**src/rtl/sync_fifo_pkg.sv**
```systemverilog
// Shared definitions for the single-clock FIFO.
//   fifo_mode_e  : read-port mode (registered read or first-word-fall-through)
//   level_width  : bit width needed for a 0..2^addr_w fill count
package sync_fifo_pkg;

  typedef enum logic {
    FIFO_STD  = 1'b0,
    FIFO_FWFT = 1'b1
  } fifo_mode_e;

  // A count that can reach 2^addr_w (inclusive) needs one bit more than
  // the address; clamp to at least 1 so a zero-width address still works.
  function automatic int level_width(input int addr_w);
    return (addr_w < 0) ? 1 : addr_w + 1;
  endfunction

endpackage

```
**src/rtl/sync_fifo_ram.sv**
```systemverilog
// Simple dual-port storage for sync_fifo.
//   clk   : sole clock
//   we    : write enable, wdata stored at waddr on posedge
//   waddr : write address
//   wdata : write word
//   re    : read enable (registered-read mode only)
//   raddr : read address
//   rdata : read word; registered (REG_READ=1, updates only when re) or
//           combinational from raddr (REG_READ=0)
// The memory is never reset; the owner discards stale contents logically.
module sync_fifo_ram #(
  parameter int DATA_WIDTH = 16,
  parameter int ADDR_WIDTH = 4,
  parameter bit REG_READ   = 1'b1
) (
  input  logic                  clk,
  input  logic                  we,
  input  logic [ADDR_WIDTH-1:0] waddr,
  input  logic [DATA_WIDTH-1:0] wdata,
  input  logic                  re,
  input  logic [ADDR_WIDTH-1:0] raddr,
  output logic [DATA_WIDTH-1:0] rdata
);

  localparam int DEPTH = 1 << ADDR_WIDTH;

  logic [DATA_WIDTH-1:0] mem [0:DEPTH-1];

  always_ff @(posedge clk) begin
    if (we) begin
      mem[waddr] <= wdata;
    end
  end

  if (REG_READ) begin : g_reg_read
    logic [DATA_WIDTH-1:0] rdata_q;

    // Holds the last word read when re is low.
    always_ff @(posedge clk) begin
      if (re) begin
        rdata_q <= mem[raddr];
      end
    end

    assign rdata = rdata_q;
  end else begin : g_comb_read
    // The head word is always presented, so the read strobe is not needed.
    logic unused_re;
    assign unused_re = re;
    assign rdata     = mem[raddr];
  end

endmodule

```
**src/rtl/sync_fifo.sv**
```systemverilog
// Single-clock FIFO with fill level, almost-full/almost-empty thresholds,
// selectable standard or first-word-fall-through read, and sticky
// overflow/underflow flags.
//   clk, rst      : clock, synchronous active-high reset
//   wr_data/wr_en : write port; full, almost_full status
//   rd_en         : pop request; rd_data/rd_valid read word and qualifier
//   empty, almost_empty, level : occupancy status (level is 0..DEPTH)
//   clr_err       : clears overflow/underflow (a same-cycle set wins)
//   overflow      : sticky, write attempted while full
//   underflow     : sticky, read attempted while empty
module sync_fifo
  import sync_fifo_pkg::*;
#(
  parameter int DATA_WIDTH = 16,
  parameter int ADDR_WIDTH = 4,
  parameter int FWFT       = 0,
  parameter int AF_THRESH  = 14,
  parameter int AE_THRESH  = 2
) (
  input  logic                  clk,
  input  logic                  rst,
  input  logic [DATA_WIDTH-1:0] wr_data,
  input  logic                  wr_en,
  output logic                  full,
  output logic                  almost_full,
  input  logic                  rd_en,
  output logic [DATA_WIDTH-1:0] rd_data,
  output logic                  rd_valid,
  output logic                  empty,
  output logic                  almost_empty,
  output logic [ADDR_WIDTH:0]   level,
  input  logic                  clr_err,
  output logic                  overflow,
  output logic                  underflow
);

  localparam int         DEPTH = 1 << ADDR_WIDTH;
  localparam int         LW    = level_width(ADDR_WIDTH);
  localparam fifo_mode_e MODE  = (FWFT != 0) ? FIFO_FWFT : FIFO_STD;

  localparam logic [LW-1:0] DEPTH_L = LW'(DEPTH);
  localparam logic [LW-1:0] AF_L    = LW'(AF_THRESH);
  localparam logic [LW-1:0] AE_L    = LW'(AE_THRESH);

  if (AF_THRESH < 1 || AF_THRESH > DEPTH) begin : g_bad_af
    $error("sync_fifo: AF_THRESH=%0d outside 1..%0d", AF_THRESH, DEPTH);
  end
  if (AE_THRESH < 0 || AE_THRESH > DEPTH - 1) begin : g_bad_ae
    $error("sync_fifo: AE_THRESH=%0d outside 0..%0d", AE_THRESH, DEPTH - 1);
  end

  logic [ADDR_WIDTH-1:0] wr_ptr;
  logic [ADDR_WIDTH-1:0] rd_ptr;
  logic [LW-1:0]         level_q;
  logic [LW-1:0]         level_next;
  logic                  wr_acc;
  logic                  rd_acc;
  logic [DATA_WIDTH-1:0] ram_rdata;

  // Accept decisions use the registered full/empty, so a full FIFO still
  // takes a read (and rejects the write) in the same cycle, and vice versa.
  assign wr_acc = wr_en & ~full;
  assign rd_acc = rd_en & ~empty;

  always_comb begin
    level_next = level_q;
    if (wr_acc && !rd_acc) begin
      level_next = level_q + LW'(1);
    end else if (rd_acc && !wr_acc) begin
      level_next = level_q - LW'(1);
    end
  end

  // Pointers, level and status flags; flags are registered from level_next
  // rather than derived from pointer compare.
  always_ff @(posedge clk) begin
    if (rst) begin
      wr_ptr       <= '0;
      rd_ptr       <= '0;
      level_q      <= '0;
      empty        <= 1'b1;
      full         <= 1'b0;
      almost_empty <= 1'b1;
      almost_full  <= 1'b0;
      overflow     <= 1'b0;
      underflow    <= 1'b0;
    end else begin
      if (wr_acc) begin
        wr_ptr <= wr_ptr + ADDR_WIDTH'(1);
      end
      if (rd_acc) begin
        rd_ptr <= rd_ptr + ADDR_WIDTH'(1);
      end
      level_q      <= level_next;
      empty        <= (level_next == '0);
      full         <= (level_next == DEPTH_L);
      almost_empty <= (level_next <= AE_L);
      almost_full  <= (level_next >= AF_L);
      // A set event in the same cycle as clr_err takes priority.
      overflow     <= (wr_en & full)  | (overflow  & ~clr_err);
      underflow    <= (rd_en & empty) | (underflow & ~clr_err);
    end
  end

  assign level = level_q;

  sync_fifo_ram #(
    .DATA_WIDTH (DATA_WIDTH),
    .ADDR_WIDTH (ADDR_WIDTH),
    .REG_READ   (MODE == FIFO_STD)
  ) u_ram (
    .clk   (clk),
    .we    (wr_acc),
    .waddr (wr_ptr),
    .wdata (wr_data),
    .re    (rd_acc),
    .raddr (rd_ptr),
    .rdata (ram_rdata)
  );

  if (MODE == FIFO_STD) begin : g_std_read
    logic rd_valid_q;
    logic rd_seen_q;

    // The storage itself is not reset; rd_seen_q forces rd_data to zero
    // from reset until the first popped word arrives.
    always_ff @(posedge clk) begin
      if (rst) begin
        rd_valid_q <= 1'b0;
        rd_seen_q  <= 1'b0;
      end else begin
        rd_valid_q <= rd_acc;
        if (rd_acc) begin
          rd_seen_q <= 1'b1;
        end
      end
    end

    assign rd_valid = rd_valid_q;
    assign rd_data  = rd_seen_q ? ram_rdata : '0;
  end else begin : g_fwft_read
    // Head word is visible whenever something is stored.
    assign rd_valid = ~empty;
    assign rd_data  = ram_rdata;
  end

endmodule

```
**config.mk**
```make
export PLATFORM = sky130hd
export DESIGN_NAME = sync_fifo
export DESIGN_NICKNAME = d
export VERILOG_FILES = /design/src/rtl/sync_fifo_pkg.sv /design/src/rtl/sync_fifo_ram.sv /design/src/rtl/sync_fifo.sv
export SDC_FILE = /design/constraint.sdc
export NUM_CORES = 1
export LEC_CHECK = 0
export CELL_PAD_IN_SITES_DETAIL_PLACEMENT = 1
export CELL_PAD_IN_SITES_GLOBAL_PLACEMENT = 1
export CORE_ASPECT_RATIO = 0.9
export CORE_MARGIN = 3
export CORE_UTILIZATION = 35
export DETAILED_ROUTE_END_ITERATION = 12
export PLACE_DENSITY_LB_ADDON = 0.1
export SLEW_MARGIN = 25
export SYNTH_ARGS = -nofsm -noshare
export SYNTH_HDL_FRONTEND = slang
export SYNTH_HIERARCHICAL = 1
export SYNTH_SLANG_ARGS = --single-unit
```
**constraint.sdc**
```tcl
create_clock -name clk -period 3.45 [get_ports clk]
set_clock_uncertainty 0.05 [all_clocks]
set_input_delay 0.69 -clock clk [delete_from_list [all_inputs] [get_ports clk]]
set_output_delay 0.69 -clock clk [all_outputs]
set_load 0.03 [all_outputs]
```
== After elaboration in Yosys (flattened, before gate mapping) ==
Memory sizes are Yosys's and may differ from the RTL's. A register that Yosys moved wholly into a read port is not among the register bits.
Index checks and enable logic that the tools add are counted.

* Flip-flop bits (word level): 21
* Memory bits (writable): 256
* Bits of input ports: 21
* Logic and storage cells: 40
* Memories: 1

* Add/subtract/negate cells: 4
* Order comparisons: 2
* Equality and inequality tests: 1
* Mux-type cells: 5
* Bitwise logic cells: 11
* Reductions and logical operators: 5

{| class="wikitable"
|+ Memories
! memory !! words !! width !! rd ports !! clocked after Yosys merged registers in !! write ports !! line !! source
|-
| u_ram.mem || 16 || 16 || 1 || 1 || 1 || sync_fifo_ram.sv:27 || <nowiki>logic [DATA_WIDTH-1:0] mem [0:DEPTH-1];</nowiki>
|}

{| class="wikitable"
|+ Operator list
! kind !! number
|-
| 16-bit two-way mux || 1
|-
| 5-bit two-way mux || 2
|-
| 4-bit by 1-bit adder with 4-bit output, second input constant || 2
|-
| 1-bit AND || 6
|-
| 5-bit by 1-bit adder with 5-bit output, second input constant || 1
|-
| 5-bit equality test, second input constant || 1
|-
| 5-bit by 4-bit greater-or-equal comparator with 1-bit output, second input constant || 1
|-
| 5-bit by 2-bit less-or-equal comparator with 1-bit output, second input constant || 1
|-
| 5-bit logical NOT || 1
|-
| 5-bit by 1-bit subtractor with 5-bit output, second input constant || 1
|-
| 1-bit inverter || 3
|-
| 1-bit logical AND || 2
|-
| 1-bit logical NOT || 2
|-
| 1-bit two-way mux || 2
|-
| 1-bit bitwise OR || 2
|}

== Longest topological paths before layout ==
* Depth in word-level cells: 7
* Mapped depth: 8
* Mapped depth without buffers: 6

== Hierarchy ==
The synthesis kept the hierarchy.

{| class="wikitable"
|+ Modules (own cells, without submodules)
! module !! instances !! cells an instance !! area each (sq um) !! sequential area each (sq um)
|-
| sync_fifo_ram || 1 || 432 || 10203.5 || 8167.8
|-
| sync_fifo || 1 || 124 || 1141.1 || 420.4
|}

== Worst setup path before layout ==
OpenSTA, ideal clock, no wires.

* Kind: input-to-reg
* Start: in wr_en
* End: mem u_ram.mem[0][0], enable pin
* Library setup time: 409 ps
* Arrival: 2592 ps
* Data required time: 2991 ps
* Path slack: 398 ps
* Stages: 5
* Cell sequence: nand2b_4 inv_2 buf_6 or3b_2 nor3_1

* Word-level cells in the longest chain between the ends: 3

{| class="wikitable"
|+ Ends and longest elaborated chain
! what !! line !! source
|-
| start, declared || sync_fifo.sv:23 || <nowiki>input logic wr_en,</nowiki>
|-
| 1-bit AND || sync_fifo.sv:62 || <nowiki>assign wr_acc = wr_en & ~full;</nowiki>
|-
| via wr_acc || sync_fifo.sv:56 || <nowiki>logic wr_acc;</nowiki>
|-
| 1-bit two-way mux || sync_fifo_ram.sv:30 || <nowiki>if (we) begin</nowiki>
|-
| 1-bit two-way mux (not written as such) || sync_fifo_ram.sv:31 || <nowiki>mem[waddr] <= wdata;</nowiki>
|-
| end, declared || sync_fifo_ram.sv:27 ||
|}

The timed path passes the listed nets, and every way through them passes these cells.

== Worst setup path after layout ==
* Start: reg g_std_read.rd_seen_q
* End: out rd_data[7]

* Word-level cells in the longest chain between the ends: 1

{| class="wikitable"
|+ Ends and longest elaborated chain
! what !! line !! source
|-
| start, declared || sync_fifo.sv:123 || <nowiki>logic rd_seen_q;</nowiki>
|-
| start signal, assigned || sync_fifo.sv:130 || <nowiki>rd_seen_q <= 1'b0;</nowiki>
|-
| start signal, assigned || sync_fifo.sv:134 || <nowiki>rd_seen_q <= 1'b1;</nowiki>
|-
| 16-bit two-way mux || sync_fifo.sv:140 || <nowiki>assign rd_data = rd_seen_q ? ram_rdata : '0;</nowiki>
|-
| end, declared || sync_fifo.sv:27 || <nowiki>output logic [DATA_WIDTH-1:0] rd_data,</nowiki>
|}

No other way between the ends.

==> run summary <==
The post-placement cell count is 1012. In this run the worst path has a maximum fanout of 17. Global routing finished with a remaining overflow of 0. The part of the power in combinational logic came out at 12.4%. The share of final-layout standard cells stronger than drive strength 1 came out at 24.7%.

The tree is rooted in a clkbuf_16. The internal power contribution came out at 6.62 mW. The switching power as a share of total power came out at 23.9%.

For this run, the register share of the synthesized area comes to 75.7%. The worst path in the final design needs a cycle of 2.99 ns, including I/O delays and setup. The vertical die dimension came out at 177 microns. The later-pin clock latency in the skew report is roughly 0.54 ns. Leaving out fill and tap cells, the most frequent cell in the layout is edfxtp_1.

The die covers roughly 35000 sq um. The achievable clock frequency is between 300 and 400 MHz. The number of buffer cells added on primary ports is 48.

The routed wire length per instance is 24.5 microns. After synthesis, the cell types taking the most area are edfxtp_1 72%, mux4_2 11%, dfxtp_1 3.7%. The core occupancy in the finished layout is 43.1%. STA puts the critical path data arrival time at 2.25 ns. The summed area of non-filler cells in the final layout came out at between 10000 and 15000 sq um. The number of global-route vias before repair was slightly below 6000. The portion of synthesized cell area occupied by the leading cell type came out at between 70% and 80%. The row count is 61. In the layout the commonest cells are 272 x edfxtp_1, 54 x mux4_2, 48 x clkdlybuf4s50_1, 34 x a22oi_1, 34 x clkbuf_16.

The synthesis warning total is 6. The number of violations reported at the end of detailed-routing iteration 0 came out at 375. Of the total synthesized cell area, the portion taken by XOR and XNOR cells is 0.684%. The quantity of gates resized following cts came out at 0. No sink is reached through more buffers than the 3 on the longest clock path. The initial antenna violation count is 0.

The standby leakage power is 4.28 nW. The multiplexer share of the synthesized area is between 10% and 20%. The level count of the clock H-tree is 1. Synthesis inferred between 200 and 300 register bits. After detailed routing, the number of remaining DRC violations is 0.

The dominant combinational cell family by area after synthesis is multiplexers. The worst setup path is launched from a flip-flop. The floorplan core area came out at 31400 sq um. The number of pins with negative max-slew slack in the final report came to 0. The number of buffers created by CTS is 31. The sum of negative setup slack is 0 ns. The final layout net count is 661. The transition time at the pin with the least slew margin came out at 0.959 ns. The post-route worst setup slack came out at 0.458 ns.

The sum of internal, switching and leakage power is 8.69 mW. The top-level I/O count is 49. The number of optimization iterations in the first detailed-route pass is 6. The total setup buffers inserted after CTS came out at 0.

The tightest hold margin is between 0.4 and 0.5 ns. TritonCTS built the clock tree. The number of clock sinks came out at 293. The total wirelength of the detailed-routed design is 26200 microns. Max-cap violations in this run came to 0. Yosys mapped a number of flops with a built-in enable equal to ~270. Summed over all nets, the switching power comes to 2.07 mW. The final standard cell count with taps included and fillers excluded is 1070. The number of nets in the synthesized netlist is 581. Of the available clock period, the critical path in the final layout requires between 80% and 90%. The flow ran to the end, and the final reports show no timing, DRC or antenna violations. The most common flop cell mapped by yosys is edfxtp_1. The detail route stage leaves a number of antenna-violating nets equal to 0. The setup slack after placement came out at 0.526 ns.

The post-detailed-placement cell area is 12400 sq um. The largest net degree at the start of global routing came out at 32. Synthesis produced 556 cells. The number of hold-slack violations in the final timing report came out at 0.

The initial core utilization is 36.1%. The number of hold buffers added after CTS came out at 0. The maximum vdd drop is 0.438 mV. The total standard cell area after synthesis is 11300 sq um. The headroom to the max-slew limit came out at 36.0%. The number of vias after detailed routing is 5470.

The average cell area after synthesis is a little over 20 sq um. Setup repair after global routing left no endpoint under its margin. The detailed placement HPWL is 16100 microns.

The synthesized netlist devotes 5.00% of its cell area to simple gates. The post-synthesis async set-or-reset flop share came out at 0%. The slowest stage of the critical path is the dfxtp_1 cell.

By startpoint and endpoint, the worst setup path is classified as reg2out. Traced cell by cell, the critical path runs through and2_1, clkdlybuf4s50_1. Dividing the detail-routed via count by the number of cells gives 5.11.

The number of distinct library cells after synthesis is 47. The worst setup path is captured at an output pin. The sequential cell fraction of total power is 47.5%. The path type of the worst min-delay path is reg2reg. The complex-gate fraction of the synthesized area is between 3 and 4%.

The final estimated routing congestion in global placement is 0.800. The floorplan step set the die width to 196 microns. The maximum cell stage delay along the critical path is 0.78 ns.

The part of the power in the clock network came out at between 40% and 50%. The required time at the endpoint of the critical path is 2.71 ns. The final count of negative-setup-slack endpoints came out at 0. The CTS clock-pin slew for the worst setup and hold paths came out at around 0.06 ns.

The total global-route track usage is 15.2%. Dividing total power by cell area gives a power density of 642 nW/um^2. The synthesized design spends more area on one cell type than any other, namely edfxtp_1. The count of fill cells added during filler insertion came out at 2953. Compared with the post-synthesis result, the final layout area differs by 19.4%. The wire length of the first global-routing pass is 38900 microns. Of the total synthesized cell area, the portion taken by full adders, half adders and majority gates is less than 1%.
cells in the mapped netlist, types with 2 or more instances:
cell	number
a21oi_1	3
a22oi_1	34
a41o_1	2
and2_1	17
buf_1	3
buf_2	3
buf_4	3
buf_6	5
clkbuf_1	11
dfxtp_1	21
edfxtp_1	272
ha_1	4
inv_1	3
mux4_1	10
mux4_2	54
nand2_1	25
nand2b_1	2
nand2b_4	2
nand3_1	3
nand3b_1	2
nand4_1	2
nor2_1	33
nor2b_1	2
nor3_1	8
nor4b_4	2
o21a_1	2
o21ai_0	2
or2_1	2
xnor2_1	3
xor2_1	4
area by class of cell:
cell class	count	area (sq um)	share of cell area, %
antenna	1	2.50	0.0185
clock inverter	16	183	1.35
multi-input combinational	231	2600	19.2
inverter	5	23.8	0.176
timing repair buffer	74	713	5.27
tap	409	512	3.78
sequential	293	8590	63.4
clock buffer	41	917	6.77
power by group through the flow:
stage	sequential (mW)	clock [mW]	combinational (mW)
after detailed placement	4.22	0	1.10
after CTS	4.14	3.57	1.10
final	4.13	3.48	1.08
after global placement	4.21	0	1.08
after global routing	4.15	3.72	1.16
after floorplan	4.20	0	0.706
critical path, delay by kind of cell (launching register included):
kind                   cells  cell delay [ns]
buffers and inverters      1             0.69
DFF                        1             0.78
and+or+nand+nor            1             0.23
logic make-up (layout without fill, tap and decap cells):
family | Yosys count | in the layout
flip-flops | 293 | 293
AND/OR/NAND/NOR | 105 | 105
multiplexers | 64 | 64
AO/OA/AOI/OAI | 50 | 50
buffers and inverters | 32 | 136
XOR/XNOR | 8 | 8
adder cells (fa/ha/maj) | 4 | 4
other | 0 | 1
state kept, by name, indices dropped and copies added (netlist names):
signal / cells
g_std_read.rd_seen_q: 1
almost_full: 1
empty: 1
full: 1
rd_valid: 1
u_ram/mem: 256
underflow: 1
overflow: 1
rd_ptr: 4
u_ram/rdata: 16
wr_ptr: 4
level: 5
almost_empty: 1
worst paths after layout:
check | slack, ns | cells after the start | from | end
worst max-delay path | 0.46 | 2 | g_std_read.rd_seen_q | rd_data[7]
worst min-delay path | 0.46 | 2 | underflow | underflow
worst min register to register | 0.46 | 2 | underflow | underflow
worst max register to register | 1.06 | 4 | rd_ptr[0] | u_ram/rdata[14]
layer usage:
metal	routed length (microns)	share of wire, %	vias to the layer above	track usage (%)
li1	-	-	2450	-
met1	12600	48	2909	22.4
met2	12200	46	78	24.3
met3	983	3.7	33	2.57
met4	503	1.9	0	2.88
met5	0	0	-	0
Note: power is estimated with default switching activity, not from simulation.
